[config.mk]
export PLATFORM = sky130hd
export DESIGN_NAME = mips_multicycle_ctrl
export DESIGN_NICKNAME = d
export VERILOG_FILES = /design/src/rtl/mips_ctrl_pkg.sv /design/src/rtl/mips_multicycle_ctrl_alu_decode.sv /design/src/rtl/mips_multicycle_ctrl.sv
export SDC_FILE = /design/constraint.sdc
export NUM_CORES = 1
export LEC_CHECK = 0
export BUFFER_PORTS_ARGS = -buffer_cell sky130_fd_sc_hd__buf_2
export CORE_MARGIN = 3
export CORE_UTILIZATION = 39
export DETAILED_ROUTE_END_ITERATION = 16
export MAX_ROUTING_LAYER = met4
export PLACE_DENSITY = 0.69
export SYNTH_ARGS = -nofsm -noshare
export SYNTH_HDL_FRONTEND = slang
export SYNTH_SLANG_ARGS = --single-unit
[constraint.sdc]
create_clock -name clock -period 2.5 [get_ports clock]
set_input_delay 0.125 -clock clock [delete_from_list [all_inputs] [get_ports clock]]
set_output_delay 0.125 -clock clock [all_outputs]
set_load 0.02 [all_outputs]
[src/rtl/mips_ctrl_pkg.sv]
// Shared encodings for the multicycle MIPS control FSM: states, opcodes, functs,
// ALU operation codes, mux select codes and the instruction class decoder.
package mips_ctrl_pkg;

  typedef enum logic [3:0] {
    S_FETCH  = 4'd0,
    S_DECODE = 4'd1,
    S_MEMADR = 4'd2,
    S_MEMRD  = 4'd3,
    S_MEMWB  = 4'd4,
    S_MEMWR  = 4'd5,
    S_RXEC   = 4'd6,
    S_RWB    = 4'd7,
    S_IXEC   = 4'd8,
    S_IWB    = 4'd9,
    S_BRANCH = 4'd10,
    S_JUMP   = 4'd11,
    S_TRAP   = 4'd15
  } state_e;

  typedef enum logic [2:0] {CL_MEM, CL_R, CL_I, CL_BR, CL_J, CL_ILL} instr_class_e;

  localparam logic [5:0] OP_RTYPE = 6'b000000;
  localparam logic [5:0] OP_J     = 6'b000010;
  localparam logic [5:0] OP_BEQ   = 6'b000100;
  localparam logic [5:0] OP_BNE   = 6'b000101;
  localparam logic [5:0] OP_ADDI  = 6'b001000;
  localparam logic [5:0] OP_ADDIU = 6'b001001;
  localparam logic [5:0] OP_SLTI  = 6'b001010;
  localparam logic [5:0] OP_SLTIU = 6'b001011;
  localparam logic [5:0] OP_ANDI  = 6'b001100;
  localparam logic [5:0] OP_ORI   = 6'b001101;
  localparam logic [5:0] OP_LW    = 6'b100011;
  localparam logic [5:0] OP_SW    = 6'b101011;

  localparam logic [5:0] FN_ADD  = 6'b100000;
  localparam logic [5:0] FN_ADDU = 6'b100001;
  localparam logic [5:0] FN_SUB  = 6'b100010;
  localparam logic [5:0] FN_AND  = 6'b100100;
  localparam logic [5:0] FN_OR   = 6'b100101;
  localparam logic [5:0] FN_NOR  = 6'b100111;
  localparam logic [5:0] FN_SLT  = 6'b101010;

  localparam logic [3:0] ALU_AND  = 4'b0000;
  localparam logic [3:0] ALU_OR   = 4'b0001;
  localparam logic [3:0] ALU_ADD  = 4'b0010;
  localparam logic [3:0] ALU_SUB  = 4'b0110;
  localparam logic [3:0] ALU_SLT  = 4'b0111;
  localparam logic [3:0] ALU_SLTU = 4'b1000;
  localparam logic [3:0] ALU_NOR  = 4'b1100;

  localparam logic [1:0] PC_SRC_ALU    = 2'b00;
  localparam logic [1:0] PC_SRC_ALUOUT = 2'b01;
  localparam logic [1:0] PC_SRC_JUMP   = 2'b10;

  localparam logic [1:0] SRCB_REG     = 2'b00;
  localparam logic [1:0] SRCB_FOUR    = 2'b01;
  localparam logic [1:0] SRCB_IMM     = 2'b10;
  localparam logic [1:0] SRCB_IMM_SH2 = 2'b11;

  function automatic instr_class_e classify(input logic [5:0] op, input logic [5:0] fn);
    instr_class_e cls;
    cls = CL_ILL;
    case (op)
      OP_LW, OP_SW: cls = CL_MEM;
      OP_RTYPE: begin
        case (fn)
          FN_ADD, FN_ADDU, FN_SUB, FN_AND, FN_OR, FN_NOR, FN_SLT: cls = CL_R;
          default: cls = CL_ILL;
        endcase
      end
      OP_ADDI, OP_ADDIU, OP_SLTI, OP_SLTIU, OP_ANDI, OP_ORI: cls = CL_I;
      OP_BEQ, OP_BNE: cls = CL_BR;
      OP_J: cls = CL_J;
      default: cls = CL_ILL;
    endcase
    return cls;
  endfunction

endpackage

[src/rtl/mips_multicycle_ctrl_alu_decode.sv]
// Combinational ALU operation and immediate-extension select from state, opcode and funct.
module mips_alu_decode
  import mips_ctrl_pkg::*;
(
  input  state_e     state,
  input  logic [5:0] opcode,
  input  logic [5:0] funct,
  output logic [3:0] alu_ctrl,
  output logic       imm_zext
);

  always_comb begin
    alu_ctrl = ALU_ADD;
    imm_zext = 1'b0;
    case (state)
      S_BRANCH: alu_ctrl = ALU_SUB;
      S_RXEC: begin
        case (funct)
          FN_SUB:  alu_ctrl = ALU_SUB;
          FN_AND:  alu_ctrl = ALU_AND;
          FN_OR:   alu_ctrl = ALU_OR;
          FN_NOR:  alu_ctrl = ALU_NOR;
          FN_SLT:  alu_ctrl = ALU_SLT;
          default: alu_ctrl = ALU_ADD;
        endcase
      end
      S_IXEC: begin
        case (opcode)
          OP_ANDI:  begin alu_ctrl = ALU_AND; imm_zext = 1'b1; end
          OP_ORI:   begin alu_ctrl = ALU_OR;  imm_zext = 1'b1; end
          OP_SLTI:  alu_ctrl = ALU_SLT;
          OP_SLTIU: alu_ctrl = ALU_SLTU;
          default:  alu_ctrl = ALU_ADD;
        endcase
      end
      default: ;
    endcase
  end

endmodule

[src/rtl/mips_multicycle_ctrl.sv]
// Main control FSM of the multicycle MIPS datapath.
// Define MIPS_CTRL_PERF_EN to add cycle_count/instr_count performance counters.
module mips_multicycle_ctrl
  import mips_ctrl_pkg::*;
#(
  parameter bit TRAP_ON_ILLEGAL = 1'b1
) (
  input  logic       clock,
  input  logic       reset,
  input  logic [5:0] opcode,
  input  logic [5:0] funct,
  input  logic       zero,
  output logic       pc_en,
  output logic [1:0] pc_src,
  output logic       iord,
  output logic       mem_read,
  output logic       mem_write,
  output logic       ir_write,
  output logic       reg_dst,
  output logic       mem_to_reg,
  output logic       reg_write,
  output logic       alu_src_a,
  output logic [1:0] alu_src_b,
  output logic       imm_zext,
  output logic [3:0] alu_ctrl,
  output logic       illegal,
  output logic [3:0] state
`ifdef MIPS_CTRL_PERF_EN
  ,
  output logic [31:0] cycle_count,
  output logic [31:0] instr_count
`endif
);

  state_e     state_q, state_d;
  logic [3:0] alu_ctrl_dec;
  logic       imm_zext_dec;

  mips_alu_decode u_alu_decode (
    .state    (state_q),
    .opcode   (opcode),
    .funct    (funct),
    .alu_ctrl (alu_ctrl_dec),
    .imm_zext (imm_zext_dec)
  );

  always_ff @(posedge clock or posedge reset) begin
    if (reset) state_q <= S_FETCH;
    else       state_q <= state_d;
  end

  always_comb begin
    state_d = state_q;
    case (state_q)
      S_FETCH:  state_d = S_DECODE;
      S_DECODE: begin
        case (classify(opcode, funct))
          CL_MEM:  state_d = S_MEMADR;
          CL_R:    state_d = S_RXEC;
          CL_I:    state_d = S_IXEC;
          CL_BR:   state_d = S_BRANCH;
          CL_J:    state_d = S_JUMP;
          default: state_d = TRAP_ON_ILLEGAL ? S_TRAP : S_FETCH;
        endcase
      end
      S_MEMADR: state_d = (opcode == OP_LW) ? S_MEMRD : S_MEMWR;
      S_MEMRD:  state_d = S_MEMWB;
      S_RXEC:   state_d = S_RWB;
      S_IXEC:   state_d = S_IWB;
      S_TRAP:   state_d = S_TRAP;
      default:  state_d = S_FETCH;
    endcase
  end

  // Moore strobes per state; BRANCH pc_en follows zero combinationally.
  always_comb begin
    pc_en      = 1'b0;
    pc_src     = PC_SRC_ALU;
    iord       = 1'b0;
    mem_read   = 1'b0;
    mem_write  = 1'b0;
    ir_write   = 1'b0;
    reg_dst    = 1'b0;
    mem_to_reg = 1'b0;
    reg_write  = 1'b0;
    alu_src_a  = 1'b0;
    alu_src_b  = SRCB_REG;
    alu_ctrl   = alu_ctrl_dec;
    imm_zext   = imm_zext_dec;
    illegal    = 1'b0;
    case (state_q)
      S_FETCH: begin
        mem_read  = 1'b1;
        ir_write  = 1'b1;
        alu_src_b = SRCB_FOUR;
        pc_en     = 1'b1;
      end
      S_DECODE: alu_src_b = SRCB_IMM_SH2;
      S_MEMADR: begin
        alu_src_a = 1'b1;
        alu_src_b = SRCB_IMM;
      end
      S_MEMRD: begin
        iord     = 1'b1;
        mem_read = 1'b1;
      end
      S_MEMWB: begin
        mem_to_reg = 1'b1;
        reg_write  = 1'b1;
      end
      S_MEMWR: begin
        iord      = 1'b1;
        mem_write = 1'b1;
      end
      S_RXEC: alu_src_a = 1'b1;
      S_RWB: begin
        reg_dst   = 1'b1;
        reg_write = 1'b1;
      end
      S_IXEC: begin
        alu_src_a = 1'b1;
        alu_src_b = SRCB_IMM;
      end
      S_IWB: reg_write = 1'b1;
      S_BRANCH: begin
        alu_src_a = 1'b1;
        pc_src    = PC_SRC_ALUOUT;
        pc_en     = zero ^ (opcode == OP_BNE);
      end
      S_JUMP: begin
        pc_src = PC_SRC_JUMP;
        pc_en  = 1'b1;
      end
      S_TRAP: begin
        alu_ctrl = 4'b0000;
        imm_zext = 1'b0;
        illegal  = 1'b1;
      end
      default: ;
    endcase
    if (reset) begin
      pc_en     = 1'b0;
      pc_src    = 2'b00;
      iord      = 1'b0;
      mem_read  = 1'b0;
      mem_write = 1'b0;
      ir_write  = 1'b0;
      reg_dst   = 1'b0;
      mem_to_reg = 1'b0;
      reg_write = 1'b0;
      alu_src_a = 1'b0;
      alu_src_b = 2'b00;
      alu_ctrl  = 4'b0000;
      imm_zext  = 1'b0;
      illegal   = 1'b0;
    end
  end

  assign state = state_q;

`ifdef MIPS_CTRL_PERF_EN
  logic [31:0] cycle_cnt_q, instr_cnt_q;

  always_ff @(posedge clock or posedge reset) begin
    if (reset) begin
      cycle_cnt_q <= 32'd0;
      instr_cnt_q <= 32'd0;
    end else if (state_q != S_TRAP) begin
      cycle_cnt_q <= cycle_cnt_q + 32'd1;
      if (state_d == S_FETCH && state_q != S_FETCH) instr_cnt_q <= instr_cnt_q + 32'd1;
    end
  end

  assign cycle_count = cycle_cnt_q;
  assign instr_count = instr_cnt_q;
`endif

endmodule

==> impl_metrics.toml <==
[clocking]
cts.repair.resized = 0
postCtsSetupBuffers = 0
cts_hold_buf = 1
clkTransAtPathRegs_ps = 40
clockBufferDepth = 2
cts_buffers = 3
clock-root-buffer = "clkbuf_4"
htree_num_levels = 1
cts_tree = "built"
insertion_delay_ps = 250
cts.sinks = 4

[timing]
tightest_slew_ps = 495.3
fin_skew_ps = 4.615
rsz0062_at_grt = "false"
setup_viol = 0
timing.final.crit_share = 0.8782
maxSlewViolCount = 0
fmax_mhz = 455.5
finalWorstSetupSlack_ps = 304.5
maxSlewHeadroom = 0.6698
min_period_ps = 2195
hold_viol_final = 0
tns_ps = 0
holdWs_ps = 292.4

[setup_path]
crit_start = "state[0]$_DFF_PP0_"
critPathRequiredTime_ps = 2380
r2r_end = "state[2]$_DFF_PP0_"
ff2ff_path_depth = 4
slowest_stage = "dfrtp_1"
path_buf_inv = 2
crit_family = "simple AND/OR/NAND/NOR gates"
path_depth = 6
crit_fanout = 17
regToRegSetupSlack_ps = 1050
critPathCaptureType = "primary output"
path_class = "reg2out"
arrival_ps = 2070
startpoint_type = "flop"
crit_end = "alu_ctrl[3]"
r2r_start = "state[3]$_DFF_PP0_"
slowest_delay_ps = 550
crit_path_cell_trace = "inv_1 -> nand2_1 -> nor3_1 -> or3b_1 -> a21oi_1 -> buf_2"

[synth]
syn_nets = 140
syn_inst = 125
yosysMostFrequentCell = "nand2_1"
synth-async-reset-ratio = 1.000
yosys-top-cells-area = "dfrtp_1 (12%), nand2_1 (5.5%), nand2b_1 (5.3%)"
seq_area_frac_synth = 0.1220
synth_top_area_share = 0.1220
avgSynthCellArea_um2 = 6.566
yosys-top-cells-count = "nand2_1 (12), nor2_1 (10), a21oi_1 (8), nor3_1 (8)"
syn_area_um2 = 820.8
synth_top_area_cell = "dfrtp_1"
yosysWarnings = 0
synth.distinct_cells = 44
synth-seq-cells = 4
synth_edf_count = 0
ys.flop_type = "dfrtp_1"

[drt]
viasPerCell = 5.879
drt_iter0_markers = 27
wl_met3_um = 149
drcViolationCount = 0
dr_wl_met2_um = 1137
first_pass_iters = 4
detail-route-antenna-nets = 0
drt-met1-wl_um = 1166
vias = 1070
wl_per_cell_um = 13.62
highest_layer = "met4"
drt-total-wl_um = 2479

[power_and_ir_drop]
p_leak_nw = 0.4679
powerDensity_nw_per_um2 = 833.0
ir_drop_mv = 0.5307
power_uw = 867.1

[die]
rows = 15
die_x_um = 51.88
start_util = 0.4418
num_io_pins = 38
die_h_um = 51.88
die-area_um2 = 2691
core_area_um2 = 1858

[global_routing]
grt_overflow = 0
grt_pass1_vias = 903
grt_pass1_wl_um = 3967
grt.total_usage = 0.1993
grt_antenna_before_repair = 0
grt_max_degree = 18

[final_layout]
fin_util = 0.5603
design_area_um2 = 1041
layout-drive-gt1-share = 0.3121
syn2layout_area_growth_pct = 26.83
largest_reg_flops = 4
antenna_cells = 0
final_cells = 182
nets = 174

[placed_design]
dp_cells = 178
dpl.hpwl_um = 1883
gp_congestion = 0.8150
io_buffers = 37
place_area_um2 = 1008
pre_cts_ws_ps = 583.5

[run_status]
status = "complete, no violations"

[hold_path]
worstHoldPathType = "in2reg"

[run]
maxCapViolCount = 0
## cells in the final DEF (no fill, tap or decap), types with 3 or more instances in the layout
cell type and instances:
o31ai_1 3, nand2b_1 7, a21oi_1 8, nand3_1 3, nand2_1 12, nor3_1 8, xnor2_1 3, clkbuf_4 3
nor4_1 7, inv_1 6, buf_4 3, buf_2 37, nand4_1 3, o21ai_0 6, nor2_1 10, dfrtp_1 4
## logic make-up (layout without fill, tap and decap cells)
group | Yosys count | after routing | synth area share
xor+xnor | 3 | 3 | 0.03202
mux | 2 | 2 | 0.02591
compound gates | 34 | 34 | 0.2775
flops | 4 | 4 | 0.1220
simple gates | 64 | 64 | 0.4527
buf+inv | 18 | 50 | 0.08994
## layout make-up
cell class,instances,area [um^2]
repair buffers,41,217.7
flip-flops and latches,4,100.1
fillers,180,817.0
clock buffers,3,22.52
inverters,6,22.52
well taps,25,31.28
multi-input cells,103,646.9
## how the worst min path moves through the flow
stage | startpoint | to | depth (start not counted)
4_1_cts | opcode[4] | state[0]$_DFF_PP0_ | 3
5_1_grt | opcode[4] | state[0]$_DFF_PP0_ | 3
2_1_floorplan | reset | state[0]$_DFF_PP0_ | 1
3_5_place_dp | reset | state[0]$_DFF_PP0_ | 2
3_3_place_gp | reset | state[1]$_DFF_PP0_ | 2
6_report | opcode[4] | state[0]$_DFF_PP0_ | 3
## worst register-to-register path, stage by stage, from the launching register on
cell	delay (ps)
dfrtp_1	490
buf_4	230
nor3_1	250
nand2_1	110
o31ai_1	270
## per-layer routing
metal,up-vias,global-route usage
met3,4,0.03438
met5,-,-
met1,491,0.2574
li1,534,-
met2,41,0.3117
met4,0,0.06987
## where the power goes
| group | internal [mW] | switching, mW |
|---|---|---|
| Sequential | 0.0935 | 0.0862 |
| Clock | 0.0540 | 0.0309 |
| Combinational | 0.226 | 0.376 |
Note: power is estimated with default switching activity, not from simulation.
